$ cat config.mk
export PLATFORM = sky130hd
export DESIGN_NAME = muldiv_unit_flat
export DESIGN_NICKNAME = d
export VERILOG_FILES = /design/src/rtl/muldiv_unit_if.sv /design/src/rtl/muldiv_unit.sv /design/src/flat_wrapper.sv
export SDC_FILE = /design/constraint.sdc
export NUM_CORES = 1
export LEC_CHECK = 0
export CORE_AREA = 4 4 168 170
export DETAILED_ROUTE_END_ITERATION = 12
export DIE_AREA = 0 0 172 174
export PLACE_DENSITY = 0.78
export SLEW_MARGIN = 10
export SYNTH_ARGS = -nofsm -noshare
export SYNTH_HDL_FRONTEND = slang
export SYNTH_SLANG_ARGS = --single-unit
$ cat constraint.sdc
create_clock -name clk -period 3.45 [get_ports clk]
set_input_delay 0.69 -clock clk [delete_from_list [all_inputs] [get_ports clk]]
set_output_delay 0.69 -clock clk [all_outputs]
set_load 0.05 [all_outputs]
$ cat src/rtl/muldiv_unit_if.sv
// muldiv_unit_if
//   Request/result bundle between the control unit and the multiply/divide
//   engine.
//   master : control side, drives start/op/a/b and observes the results.
//   slave  : engine side, consumes the request and drives hi/lo/busy/done/
//            div_by_zero.
interface muldiv_unit_if #(
  parameter int WIDTH = 32
);
  logic             start;
  logic             op;
  logic [WIDTH-1:0] a;
  logic [WIDTH-1:0] b;
  logic [WIDTH-1:0] hi;
  logic [WIDTH-1:0] lo;
  logic             busy;
  logic             done;
  logic             div_by_zero;

  modport master (
    output start, op, a, b,
    input  hi, lo, busy, done, div_by_zero
  );

  modport slave (
    input  start, op, a, b,
    output hi, lo, busy, done, div_by_zero
  );
endinterface

$ cat src/rtl/muldiv_unit.sv
// muldiv_unit
//   Multi-cycle signed multiply / divide engine feeding the Hi/Lo registers.
//   One bit is processed per clock on operand magnitudes (shift-add multiply,
//   restoring divide); signs are applied in a final fix-up cycle.
//   Ports:
//     clk    : system clock, rising edge
//     reset  : synchronous, active-high; clears all state
//     bus    : slave side of muldiv_unit_if
//              start/op/a/b in; hi/lo/busy/done/div_by_zero out
//   Timing: request accepted at edge E0, result written at E(WIDTH+1),
//   done high for the single cycle after that edge.
module muldiv_unit #(
  parameter int WIDTH = 32
) (
  input  logic         clk,
  input  logic         reset,
  muldiv_unit_if.slave bus
);
  localparam int CW = $clog2(WIDTH);
  localparam logic [CW-1:0] LAST = CW'(WIDTH - 1);

  typedef enum logic [1:0] {IDLE, RUN, FIX, DONE} state_t;

  state_t           state_q;
  logic             op_q;
  logic             sign_a_q, sign_b_q;
  logic [WIDTH:0]   mag_a_q, mag_b_q;   // one spare bit so |most-negative| fits
  logic [WIDTH:0]   rem_q;              // mul: upper partial product; div: remainder
  logic [WIDTH-1:0] quo_q;              // mul: multiplier / lower product; div: dividend / quotient
  logic [CW-1:0]    cnt_q;
  logic [WIDTH-1:0] hi_q, lo_q;
  logic             busy_q, done_q, dbz_q;

  // Magnitudes of the incoming operands, sign-extended by one bit first.
  logic [WIDTH:0] a_ext, b_ext, mag_a_in, mag_b_in;
  assign a_ext    = {bus.a[WIDTH-1], bus.a};
  assign b_ext    = {bus.b[WIDTH-1], bus.b};
  assign mag_a_in = bus.a[WIDTH-1] ? (WIDTH+1)'(-a_ext) : a_ext;
  assign mag_b_in = bus.b[WIDTH-1] ? (WIDTH+1)'(-b_ext) : b_ext;

  // One iteration of the active algorithm.
  logic [WIDTH:0]   rem_d;
  logic [WIDTH-1:0] quo_d;
  logic [WIDTH:0]   mul_sum;
  logic [WIDTH:0]   shifted;
  logic [WIDTH:0]   diff;

  always_comb begin
    rem_d   = rem_q;
    quo_d   = quo_q;
    mul_sum = quo_q[0] ? (rem_q + mag_a_q) : rem_q;
    shifted = {rem_q[WIDTH-1:0], quo_q[WIDTH-1]};
    diff    = shifted - mag_b_q;
    if (!op_q) begin
      // Add-then-shift right; the low product bits enter quo_q from the top.
      rem_d = {1'b0, mul_sum[WIDTH:1]};
      quo_d = {mul_sum[0], quo_q[WIDTH-1:1]};
    end else if (shifted >= mag_b_q) begin
      rem_d = diff;
      quo_d = {quo_q[WIDTH-2:0], 1'b1};
    end else begin
      rem_d = shifted;
      quo_d = {quo_q[WIDTH-2:0], 1'b0};
    end
  end

  // Sign fix-up of the magnitude results.
  logic [2*WIDTH-1:0] prod_mag, prod_signed;
  logic [WIDTH-1:0]   quo_signed, rem_signed;
  assign prod_mag    = {rem_q[WIDTH-1:0], quo_q};
  assign prod_signed = (sign_a_q ^ sign_b_q) ? -prod_mag : prod_mag;
  assign quo_signed  = (sign_a_q ^ sign_b_q) ? -quo_q : quo_q;
  assign rem_signed  = sign_a_q ? -rem_q[WIDTH-1:0] : rem_q[WIDTH-1:0];

  always_ff @(posedge clk) begin
    if (reset) begin
      state_q  <= IDLE;
      op_q     <= 1'b0;
      sign_a_q <= 1'b0;
      sign_b_q <= 1'b0;
      mag_a_q  <= '0;
      mag_b_q  <= '0;
      rem_q    <= '0;
      quo_q    <= '0;
      cnt_q    <= '0;
      hi_q     <= '0;
      lo_q     <= '0;
      busy_q   <= 1'b0;
      done_q   <= 1'b0;
      dbz_q    <= 1'b0;
    end else begin
      done_q <= 1'b0;
      case (state_q)
        IDLE: begin
          if (bus.start) begin
            op_q     <= bus.op;
            sign_a_q <= bus.a[WIDTH-1];
            sign_b_q <= bus.b[WIDTH-1];
            mag_a_q  <= mag_a_in;
            mag_b_q  <= mag_b_in;
            rem_q    <= '0;
            // Multiply walks the multiplier bits; divide shifts the dividend in.
            quo_q    <= bus.op ? mag_a_in[WIDTH-1:0] : mag_b_in[WIDTH-1:0];
            cnt_q    <= '0;
            dbz_q    <= 1'b0;
            busy_q   <= 1'b1;
            state_q  <= RUN;
          end
        end
        RUN: begin
          rem_q <= rem_d;
          quo_q <= quo_d;
          cnt_q <= cnt_q + 1'b1;
          if (cnt_q == LAST) state_q <= FIX;
        end
        FIX: begin
          if (!op_q) begin
            hi_q <= prod_signed[2*WIDTH-1:WIDTH];
            lo_q <= prod_signed[WIDTH-1:0];
          end else if (mag_b_q == '0) begin
            // Divide by zero: the remainder path already holds |a|, so the
            // signed remainder reproduces a.
            hi_q  <= rem_signed;
            lo_q  <= '1;
            dbz_q <= 1'b1;
          end else begin
            hi_q <= rem_signed;
            lo_q <= quo_signed;
          end
          done_q  <= 1'b1;
          state_q <= DONE;
        end
        DONE: begin
          busy_q  <= 1'b0;
          state_q <= IDLE;
        end
        default: state_q <= IDLE;
      endcase
    end
  end

  assign bus.hi          = hi_q;
  assign bus.lo          = lo_q;
  assign bus.busy        = busy_q;
  assign bus.done        = done_q;
  assign bus.div_by_zero = dbz_q;
endmodule

$ cat src/flat_wrapper.sv
// flat-port wrapper written by rule: the top's interface ports become plain ports
module muldiv_unit_flat 
#(
  parameter int WIDTH = 32
)
  (clk, reset, bus_start, bus_op, bus_a, bus_b, bus_hi, bus_lo, bus_busy, bus_done, bus_div_by_zero);
  muldiv_unit_if #(.WIDTH(WIDTH)) bus_i ();
  input  logic clk;
  input  logic reset;
  input wire logic [$bits(bus_i.start)-1:0] bus_start;
  input wire logic [$bits(bus_i.op)-1:0] bus_op;
  input wire logic [$bits(bus_i.a)-1:0] bus_a;
  input wire logic [$bits(bus_i.b)-1:0] bus_b;
  output wire logic [$bits(bus_i.hi)-1:0] bus_hi;
  output wire logic [$bits(bus_i.lo)-1:0] bus_lo;
  output wire logic [$bits(bus_i.busy)-1:0] bus_busy;
  output wire logic [$bits(bus_i.done)-1:0] bus_done;
  output wire logic [$bits(bus_i.div_by_zero)-1:0] bus_div_by_zero;
  assign bus_i.start = bus_start;
  assign bus_i.op = bus_op;
  assign bus_i.a = bus_a;
  assign bus_i.b = bus_b;
  assign bus_hi = bus_i.hi;
  assign bus_lo = bus_i.lo;
  assign bus_busy = bus_i.busy;
  assign bus_done = bus_i.done;
  assign bus_div_by_zero = bus_i.div_by_zero;
  muldiv_unit #(.WIDTH(WIDTH)) u_core (.clk(clk), .reset(reset), .bus(bus_i));
endmodule
==> run summary <==
Max incr delay on CP = 520 ps
Num CTS Buffers = 23
Synth Instances = 2073
Vias = 16.7k
All-Layer GR Usage = 36.0%
Remaining global-route overflow = 0
Cell variety after synth = 91
Crit. End Element = register
Worst-path maximum fanout = 7
Initial Util = 59.4%
WL final = 55800 um
Vias/cell = 6.44
Syn nets = 2218
Routed Antenna Nets = 0
Startpoint types = register
Area delta synth->final = 20.0%
Slowest CP cell = a211oi_1
Reg area = 4170 um^2
Vias in the first global route = 15.7k
CTS tree = built
Worst Hold End = u_core.bus.hi[1]$_SDFFE_PP0P_
HPWL Detailed = 43100 um
Pin count of the biggest net entering global routing = 168
R2R Path End = u_core.rem_q[30]$_SDFFE_PP0P_
Finished Core Util = 71.2%
CP Class = register to register
Worst flop-to-flop path startpoint = u_core.mag_a_q[10]$_SDFFE_PP0P_
CTS Sinks = 208
FFs w/ async S/R, synth = 0%
First-pass GRT wire length = 87000 um
DRC viols = 0
Footprint of the multi-input gates = 10900 um^2
WP buf/inv = 1
Worst-path clk slew = 60 ps
Syn Area/Cell = 7.65 um^2
# IOs = 135
CP top delay family = compound AO/OA/AOI/OAI gates
Worst Path Arrival = 3700 ps
Worst Tran Pin Value = 991 ps
# H-tree levels = 1
Chip height = 174 um
Reg2Reg Depth = 11
Number of synthesized flops with an enable pin = 0
Critical Path, Cell by Cell = ha_1 -> and3_1 -> nand3_1 -> a211oi_1 -> o31ai_1 -> buf_4 -> o31a_1 -> o21ai_0 -> mux2i_1 -> o21ai_0 -> nand4_1
Pleak = 7.71 nW
YS warnings = 0
Most used cell, CP = o21ai_0
Root Buffer = clkbuf_16
Worst EP required = 3850 ps
Hold WC Path Type = register to register
Layout cells sized above 1 = 11.7%
Pwr Total = 16.5 mW
Pwr dens = 869 nW/um^2
Dpl cell area = 18200 um^2
Worst-case clock buffer depth = 3
Worst-case clock skew = 10.7 ps
Antenna Cells = 0
# nets final = 2376
Max VDD drop = 0.694 mV
Most used standard cell by instance count after synthesis = nor2_1
Period Utilization, post-route = 95.7%
Seq cells post-synth = 208
Die ar. = 29900 um^2
Min-delay src = u_core.bus.hi[1]$_SDFFE_PP0P_
Unrepaired setup endpoints after global routing = no
Final instance area = 19000 um^2
Hold Vio Cnt, Final = 0
Final setup violating endpoints = 0
Initial antenna violation count = 0
DR iter-0 viols = 1978
Die W = 172 um
Synth top area share = 26.3%
Max-cap violation count = 0
Primary FF master, synth = dfxtp_1
Max_slew headroom = 33.9%
Area contributors post-synth = dfxtp_1 (26%), nor2_1 (6.2%), ha_1 (5.9%), a211oi_1 (5.9%), xor2_1 (5.3%)
Final worst setup slack = 149 ps
Pre-antenna DRT Iters = 6
FP Rows = 60
Routed WL per cell = 21.6 um
Synth top cells by count = nor2_1 (261), dfxtp_1 (208), nand2_1 (151)
Outcome = complete, no violations
Cell taking the most area after synthesis = dfxtp_1
Fin. max-slew vios = 0
Placer Congestion = 1.02
Sequential share of the synthesized area = 26.3%
Clk Latency, worst-skew pair = 530 ps
Post-layout min period = 3300 ps
Hold Crit Depth = 2
Post-synthesis cell area = 15900 um^2
Hold-fix buffer count after cts = 0
Port Buf Inserts = 134
Fmax = 0.303 GHz
WHS = 475 ps
Core ar. = 26700 um^2
R2R setup slack = 150 ps
Filler cell count = 2223
Place WS = -113 ps
-- routing by layer --
layer	GRT usage, %	routed length (um)	share of wire, %
met2	55.6	24300	44
met4	16.1	3150	5.7
met1	49.6	23100	41
met3	5.62	5200	9.3
met5	0	0	0
-- kinds of logic (layout without fill, tap and decap cells) --
group,count (synthesis),in the layout,share of synthesized area (%)
compound gates,637,637,27.0
simple gates,693,693,21.1
mux,75,75,4.85
flops,208,208,26.3
buf+inv,218,393,5.52
fa+ha+maj,77,77,6.17
xor+xnor,165,165,9.11
-- layout make-up --
class | count | area share [%]
clock inverters | 12 | 0.710
flip-flops and latches | 208 | 21.9
multi-input cells | 1647 | 57.2
inverters | 62 | 1.22
clock buffers | 30 | 3.38
repair buffers | 289 | 13.3
well taps | 341 | 2.24
-- worst max path at each step --
stage	startpoint	endpoint	slack [ps]	depth (start not counted)
floorplan	u_core.quo_q[0]$_SDFFE_PP0P_	u_core.bus.hi[30]$_SDFFE_PP0P_	340	14
global route	u_core.rem_q[9]$_SDFFE_PP0P_	u_core.rem_q[30]$_SDFFE_PP0P_	0.8	11
finish	u_core.mag_a_q[10]$_SDFFE_PP0P_	u_core.rem_q[30]$_SDFFE_PP0P_	150	11
global placement	bus_b[9]	u_core.quo_q[27]$_SDFFE_PP0P_	-60	10
detailed placement	bus_b[9]	u_core.quo_q[16]$_SDFFE_PP0P_	-110	10
CTS	u_core.mag_b_q[1]$_SDFFE_PP0P_	u_core.rem_q[3]$_SDFFE_PP0P_	50	12
-- metrics by stage --
step                      std cells  TNS (ps)
final                          2589         0
after global routing           2589         0
after CTS                      2589         0
after detailed placement       2547      -486
after global placement         2547     -95.9
after floorplan                2073         0
-- flip-flops by register name, summed over array words and instances, names as in the netlist --
name,count
u_core.bus.busy,1
u_core.bus.div_by_zero,1
u_core.bus.done,1
u_core.bus.hi,32
u_core.bus.lo,32
u_core.cnt_q,5
u_core.mag_a_q,33
u_core.mag_b_q,33
u_core.op_q,1
u_core.quo_q,32
u_core.rem_q,33
u_core.sign_a_q,1
u_core.sign_b_q,1
u_core.state_q,2
-- placed cells by master, fill, tap and decap left out, drive strengths merged, types with 19 or more instances in the layout --
cell type	instances
mux2i	60
clkbuf	30
a211oi	124
buf	157
a21o	39
or4	19
o21ai	96
nand3	33
nand2	151
nor2	262
dfxtp	208
ha	75
xnor2	69
or3	19
nor3	56
nor4	30
xor2	96
o22ai	36
o31ai	37
inv	64
o211ai	23
nand2b	39
clkdlybuf4s50	132
a21oi	145
-- power breakdown --
part           total (mW)  switching (mW)  internal [mW]
Combinational        10.0            6.21           3.84
Sequential           3.95           0.822           3.13
Clock                2.53            1.05           1.48
-- tightest hold or removal path: cells and delay by family, from the launching register on --
kind / cells / cell delay, ps
AO/OA/AOI/OAI: 1 / 60
AND/OR/NAND/NOR: 1 / 70
flip-flops: 1 / 310
-- repair_timing --
item / in CTS / in global routing
endpoints found under the setup margin: 0 / 26
buffers inserted: 0 / 0
resized for setup: 0 / 6
Note: power is estimated with default switching activity, not from simulation.
